**src/rtl/nn_pkg.sv**
```systemverilog
// rtl/nn_pkg.sv - shared fixed-point widths, saturation limits and FSM state encoding
package nn_pkg;
  localparam int SIZE  = 16;
  localparam int N_IN  = 8;
  localparam int FRAC  = 8;
  localparam int IDX_W = $clog2(N_IN);
  localparam int CNT_W = $clog2(N_IN + 1);

  localparam logic signed [SIZE-1:0] SAT_MAX = {1'b0, {(SIZE-1){1'b1}}};
  localparam logic signed [SIZE-1:0] SAT_MIN = {1'b1, {(SIZE-1){1'b0}}};

  typedef enum logic [1:0] {
    IDLE,
    RUN,
    DONE
  } state_e;
endpackage

```
**src/rtl/pu_backprop_if.sv**
```systemverilog
// rtl/pu_backprop_if.sv - weight input stream and error output stream bundle
interface pu_backprop_if;
  import nn_pkg::*;

  logic             w_valid;
  logic             w_ready;
  logic [SIZE-1:0]  w_data;
  logic             err_valid;
  logic             err_ready;
  logic [SIZE-1:0]  err_data;
  logic [IDX_W-1:0] err_idx;

  modport master (
    output w_valid, w_data, err_ready,
    input  w_ready, err_valid, err_data, err_idx
  );

  modport slave (
    input  w_valid, w_data, err_ready,
    output w_ready, err_valid, err_data, err_idx
  );
endinterface

```
**src/rtl/fx_mul_sat.sv**
```systemverilog
// rtl/fx_mul_sat.sv - combinational signed fixed-point multiply, floor shift by F, saturate to W bits
module fx_mul_sat #(
  parameter int W = nn_pkg::SIZE,
  parameter int F = nn_pkg::FRAC
) (
  input  logic signed [W-1:0] a_i,
  input  logic signed [W-1:0] b_i,
  output logic signed [W-1:0] y_o
);
  localparam logic signed [2*W-1:0] HI = {{(W+1){1'b0}}, {(W-1){1'b1}}};
  localparam logic signed [2*W-1:0] LO = {{(W+1){1'b1}}, {(W-1){1'b0}}};

  logic signed [2*W-1:0] prod;
  logic signed [2*W-1:0] shifted;

  assign prod    = (2*W)'(a_i) * (2*W)'(b_i);
  assign shifted = prod >>> F;

  always_comb begin
    y_o = shifted[W-1:0];
    if (shifted > HI) begin
      y_o = HI[W-1:0];
    end else if (shifted < LO) begin
      y_o = LO[W-1:0];
    end
  end
endmodule

```
**src/rtl/pu_backprop.sv**
```systemverilog
// rtl/pu_backprop.sv - backward pass unit: streams err[i] = sat(w[i] * delta) for N_IN weights
// Optional build macro PU_BACKPROP_RELU_DERIV_EN zeroes delta for a pass whose preact is negative.
module pu_backprop
  import nn_pkg::*;
(
  input  logic            clk,
  input  logic            rst,
  input  logic            start,
  input  logic [SIZE-1:0] delta,
  input  logic [SIZE-1:0] preact,
  output logic            busy,
  output logic            done,
  pu_backprop_if.slave    bus
);
  localparam logic [CNT_W-1:0] CNT_END  = CNT_W'(N_IN);
  localparam logic [IDX_W-1:0] IDX_LAST = IDX_W'(N_IN - 1);

  state_e                 state_q, state_d;
  logic [CNT_W-1:0]       in_cnt_q, in_cnt_d;
  logic signed [SIZE-1:0] delta_eff_q, delta_eff_d;
  logic [SIZE-1:0]        preact_q, preact_d;
  logic                   err_valid_q, err_valid_d;
  logic [SIZE-1:0]        err_data_q, err_data_d;
  logic [IDX_W-1:0]       err_idx_q, err_idx_d;

  logic signed [SIZE-1:0] term;
  logic signed [SIZE-1:0] start_eff;
  logic                   w_ready, xfer, accept;
  logic                   unused_preact;

`ifdef PU_BACKPROP_RELU_DERIV_EN
  assign start_eff = preact[SIZE-1] ? '0 : delta;
`else
  assign start_eff = delta;
`endif
  // preact is kept for observability of the pass; the ReLU decision is taken at start
  assign unused_preact = ^preact_q;

  fx_mul_sat #(.W(SIZE), .F(FRAC)) u_mul (
    .a_i (bus.w_data),
    .b_i (delta_eff_q),
    .y_o (term)
  );

  // Output register frees up whenever it is empty or being drained this cycle
  assign w_ready = (state_q == RUN) && (in_cnt_q < CNT_END) && (!err_valid_q || bus.err_ready);
  assign xfer    = bus.w_valid && w_ready;
  assign accept  = err_valid_q && bus.err_ready;

  always_comb begin
    state_d     = state_q;
    in_cnt_d    = in_cnt_q;
    delta_eff_d = delta_eff_q;
    preact_d    = preact_q;
    err_valid_d = err_valid_q;
    err_data_d  = err_data_q;
    err_idx_d   = err_idx_q;
    unique case (state_q)
      IDLE: begin
        if (start) begin
          state_d     = RUN;
          in_cnt_d    = '0;
          delta_eff_d = start_eff;
          preact_d    = preact;
        end
      end
      RUN: begin
        if (xfer) begin
          err_valid_d = 1'b1;
          err_data_d  = term;
          err_idx_d   = in_cnt_q[IDX_W-1:0];
          in_cnt_d    = in_cnt_q + CNT_W'(1);
        end else if (accept) begin
          err_valid_d = 1'b0;
        end
        if (accept && (err_idx_q == IDX_LAST)) begin
          state_d = DONE;
        end
      end
      DONE:    state_d = IDLE;
      default: state_d = IDLE;
    endcase
  end

  always_ff @(posedge clk) begin
    if (rst) begin
      state_q     <= IDLE;
      in_cnt_q    <= '0;
      delta_eff_q <= '0;
      preact_q    <= '0;
      err_valid_q <= 1'b0;
      err_data_q  <= '0;
      err_idx_q   <= '0;
    end else begin
      state_q     <= state_d;
      in_cnt_q    <= in_cnt_d;
      delta_eff_q <= delta_eff_d;
      preact_q    <= preact_d;
      err_valid_q <= err_valid_d;
      err_data_q  <= err_data_d;
      err_idx_q   <= err_idx_d;
    end
  end

  assign busy          = (state_q == RUN);
  assign done          = (state_q == DONE);
  assign bus.w_ready   = w_ready;
  assign bus.err_valid = err_valid_q;
  assign bus.err_data  = err_data_q;
  assign bus.err_idx   = err_idx_q;
endmodule

```
**src/flat_wrapper.sv**
```systemverilog
// flat-port wrapper written by rule: the top's interface ports become plain ports
module pu_backprop_flat import nn_pkg::*;
  (clk, rst, start, delta, preact, busy, done, bus_w_valid, bus_w_data, bus_err_ready, bus_w_ready, bus_err_valid, bus_err_data, bus_err_idx);
  pu_backprop_if bus_i ();
  input  logic clk;
  input  logic rst;
  input  logic start;
  input  logic [SIZE-1:0] delta;
  input  logic [SIZE-1:0] preact;
  output logic busy;
  output logic done;
  input wire logic [$bits(bus_i.w_valid)-1:0] bus_w_valid;
  input wire logic [$bits(bus_i.w_data)-1:0] bus_w_data;
  input wire logic [$bits(bus_i.err_ready)-1:0] bus_err_ready;
  output wire logic [$bits(bus_i.w_ready)-1:0] bus_w_ready;
  output wire logic [$bits(bus_i.err_valid)-1:0] bus_err_valid;
  output wire logic [$bits(bus_i.err_data)-1:0] bus_err_data;
  output wire logic [$bits(bus_i.err_idx)-1:0] bus_err_idx;
  assign bus_i.w_valid = bus_w_valid;
  assign bus_i.w_data = bus_w_data;
  assign bus_i.err_ready = bus_err_ready;
  assign bus_w_ready = bus_i.w_ready;
  assign bus_err_valid = bus_i.err_valid;
  assign bus_err_data = bus_i.err_data;
  assign bus_err_idx = bus_i.err_idx;
  pu_backprop u_core (.clk(clk), .rst(rst), .start(start), .delta(delta), .preact(preact), .busy(busy), .done(done), .bus(bus_i));
endmodule
```
**config.mk**
```make
export PLATFORM = sky130hd
export DESIGN_NAME = pu_backprop_flat
export DESIGN_NICKNAME = d
export VERILOG_FILES = /design/src/rtl/nn_pkg.sv /design/src/rtl/pu_backprop_if.sv /design/src/rtl/fx_mul_sat.sv /design/src/rtl/pu_backprop.sv /design/src/flat_wrapper.sv
export SDC_FILE = /design/constraint.sdc
export NUM_CORES = 1
export LEC_CHECK = 0
export BUFFER_PORTS_ARGS = -buffer_cell sky130_fd_sc_hd__buf_2
export CAP_MARGIN = 20
export CORE_UTILIZATION = 55
export DETAILED_ROUTE_END_ITERATION = 6
export PLACE_DENSITY_LB_ADDON = 0.05
export SYNTH_ARGS = -nofsm -noshare
export SYNTH_HDL_FRONTEND = slang
export SYNTH_SLANG_ARGS = --single-unit
export TNS_END_PERCENT = 100
```
**constraint.sdc**
```tcl
create_clock -name clk -period 7.3 [get_ports clk]
set_clock_uncertainty 0.1 [all_clocks]
set_input_delay 1.46 -clock clk [delete_from_list [all_inputs] [get_ports clk]]
set_output_delay 1.46 -clock clk [all_outputs]
set_load 0.02 [all_outputs]
```
==> metrics <==
status=finished, violations left; violated checks=setup timing; Max clock buf depth=2; Clk Latency, worst-skew pair=0.28 ns; clock buffer count from CTS=5; Syn Nets=1,712; Post-synth EDFFs=0; Mapped Area=11,700 µm²; Hold Slack=0.369 ns; Reg clk slew, reported paths=~0.060 ns; Nets=1,879; synth unique cells=between 60 and 70; DRC errors left=0; NetSw=1.91 mW; Max H-tree Level=2; WS Path Type=in2reg; DR iter-0 viols=362; Final Max Slew Viols=0; Placed Cells=1,734; worst path cell trace=buf_4, buf_4, and2_1, fa_1, fa_1, fa_1, fa_2, fa_1, inv_1, fa_1, inv_1, ha_4, a21oi_1, o211a_1, o21ai_2, nor4_4, a211o_1, a311oi_4, buf_4, o31ai_4, clkbuf_16, nand2_4, o22ai_2; Layout area overhead=20.3%; Finish-stage setup viols=16; R2R depth=22; cell area after layout=14,100 µm²; Antenna Nets Post-Route=0; die area=21,900 µm²; port bufs=between 50 and 60; vias per inst=approximately 5.2; sequential share of the synthesized area=0.0719; WHS Path Cells=2; overall power=between 3 and 4 mW; post-synth top area share=0.447; via count of the first global-routing pass=9,900; Overflow after GRT=0; ys flop type=dfxtp_1; sequential power share=0.081; Tightest Pin Transition=0.954 ns; Max-slew headroom=0.364; first-pass GRT wire length=49,500 µm; post-synth top area cell=fa_1; RePlAce Congestion=between 0.8 and 0.9; kind of start point of the critical path=input port; initial core utilization=0.569; Placement Cell Area=13,300 µm²; Placeable Area=20,600 µm²; WP data arrival=7.42 ns; dpl hpwl=24,600 µm; power density cells=282 nW/µm²; Crit path largest cell delay=approximately 0.59 ns; fmax=136 MHz; Hold Fails Final Rpt=0; # rows=52; Routed wire per std cell=16.6 µm; # IOs=76; GRT Total Usage=0.291; Critical Path Slowest Stage Cell=fa_1; Die Span Y=148 µm; Synth area leaders=fa_1, inv_1, ha_1, dfxtp_1, nand2_1; fraction of registers with async set or reset after synthesis=0; max cap viols=0; DR vias=9,166; Setup WS post-layout=-0.0561 ns; Final min period=between 7 and 8 ns; top cells by count, synth=inv_1, fa_1, nand2_1; fillcell total=1,742; combinational share of power=0.854; layout cells sized above 1=0.222; internal power=2.05 mW; Routed WL=29,200 µm; leakage=7.08 nW; RSZ-0062 raised after global routing=true; Ys Warns=0; setup TNS=-0.594 ns; Post-Syn Area per Cell=~8.9 µm²; Final Cycle Share=1.01; CTS tree=yes; Hold Path Class=reg2reg; CP Max Fanout=8; CTS Sinks=42; endpoint class of the critical path=flip-flop; first drt pass iteration count=5; fin cells=1,756; Peak supply drop=0.506 mV; Post-Syn Instances=around 1,300; Most Frequent Cell on Critical Path=fa_1; top-count cell post-synth=inv_1; largest net degree at the start of global routing=43; switch share=0.483; CTS root buf=clkbuf_16; hold buffer count at CTS=0; synthesized flop and latch total=42; Critical Path RT=7.36 ns; initial antenna violation count=1; Die Wd=about 150 µm; final core occ=0.685; worst slack, placed=-0.458 ns; clock network fraction of design power=0.065
==> critical path, delay by kind of cell <==
kind,cells,cell delay (ns)
compound gates,7,1.47
fa+ha+maj,7,3.29
buf+inv,6,0.85
simple gates,3,0.31
==> sequential cells by signal, summed over array words and instances, names as in the netlist <==
name                  flops
u_core.bus.err_data      16
u_core.in_cnt_q           4
u_core.bus.err_idx        3
u_core.delta_eff_q       16
u_core.state_q            2
u_core.bus.err_valid      1
==> cell usage in the layout, fill, tap and decap left out, types with 3 or more instances in the layout <==
cell / count
a211o_1: 3
a21o_1: 3
a21oi_1: 35
a21oi_2: 3
a21oi_4: 3
a31oi_1: 3
and2_1: 107
and2_4: 12
and3_1: 5
buf_12: 8
buf_2: 45
buf_4: 140
buf_6: 13
clkbuf_16: 7
dfxtp_1: 42
fa_1: 247
fa_2: 14
ha_1: 69
ha_4: 11
inv_1: 286
inv_2: 14
nand2_1: 191
nand2_2: 12
nand2_4: 4
nand2b_1: 8
nand3_1: 8
nand4_1: 5
nor2_1: 51
nor2b_1: 4
nor3_1: 8
nor4_1: 3
o211ai_1: 5
o21a_1: 6
o21ai_0: 12
o21ai_1: 3
o22ai_2: 14
or3_1: 3
xnor2_1: 18
xor2_1: 12
==> worst paths after layout <==
path              slack, ns                 endpoint                     from
setup / recovery      -0.06   u_core.bus.err_data[2]            bus_w_data[3]
hold / removal         0.37  u_core.bus.err_data[15]  u_core.bus.err_data[15]
hold reg to reg        0.37  u_core.bus.err_data[15]  u_core.bus.err_data[15]
setup reg to reg       0.47   u_core.bus.err_data[2]   u_core.delta_eff_q[10]
==> power groups by stage <==
| stage | clock network [mW] | logic, mW | registers (mW) |
|---|---|---|---|
| global route | 0.272 | 3.73 | 0.327 |
| global placement | 0 | 2.94 | 0.324 |
| detailed placement | 0 | 2.97 | 0.325 |
| floorplan | 0 | 1.90 | 0.351 |
| CTS | 0.259 | 3.22 | 0.320 |
| finish | 0.256 | 3.38 | 0.322 |
==> layout make-up <==
cell class	count	area, µm²	area share
diodes	1	2.50	0.000178
clock buffers	6	139	0.00987
clock inverters	1	30.0	0.00213
inverters	301	1130	0.0805
multi-input cells	924	9920	0.705
flip-flops and latches	42	841	0.0597
well taps	270	338	0.0240
repair buffers	211	1670	0.119
==> per-layer routing <==
layer	routed length, µm	GRT usage	share of wire	up-vias
met4	1170	0.0995	0.040	0
li1	-	-	-	4275
met2	15200	0.518	0.52	187
met3	1050	0.0275	0.036	51
met1	11800	0.370	0.40	4653
met5	0	0	0	-
==> timing repair <==
action	4_1_cts	5_1_grt
pin swaps	53	53
cloned	1	1
resized for setup	65	64
setup endpoints to repair	16	16
buffers inserted	4	8
==> cell families after synthesis <==
logic type / share of synthesized area
AND/OR/NAND/NOR: 0.177
XOR/XNOR: 0.0239
flip-flops: 0.0719
buffers and inverters: 0.115
AO/OA/AOI/OAI: 0.0768
multiplexers: 0.00267
adder cells (fa/ha/maj): 0.532
Note: power is estimated with default switching activity, not from simulation.
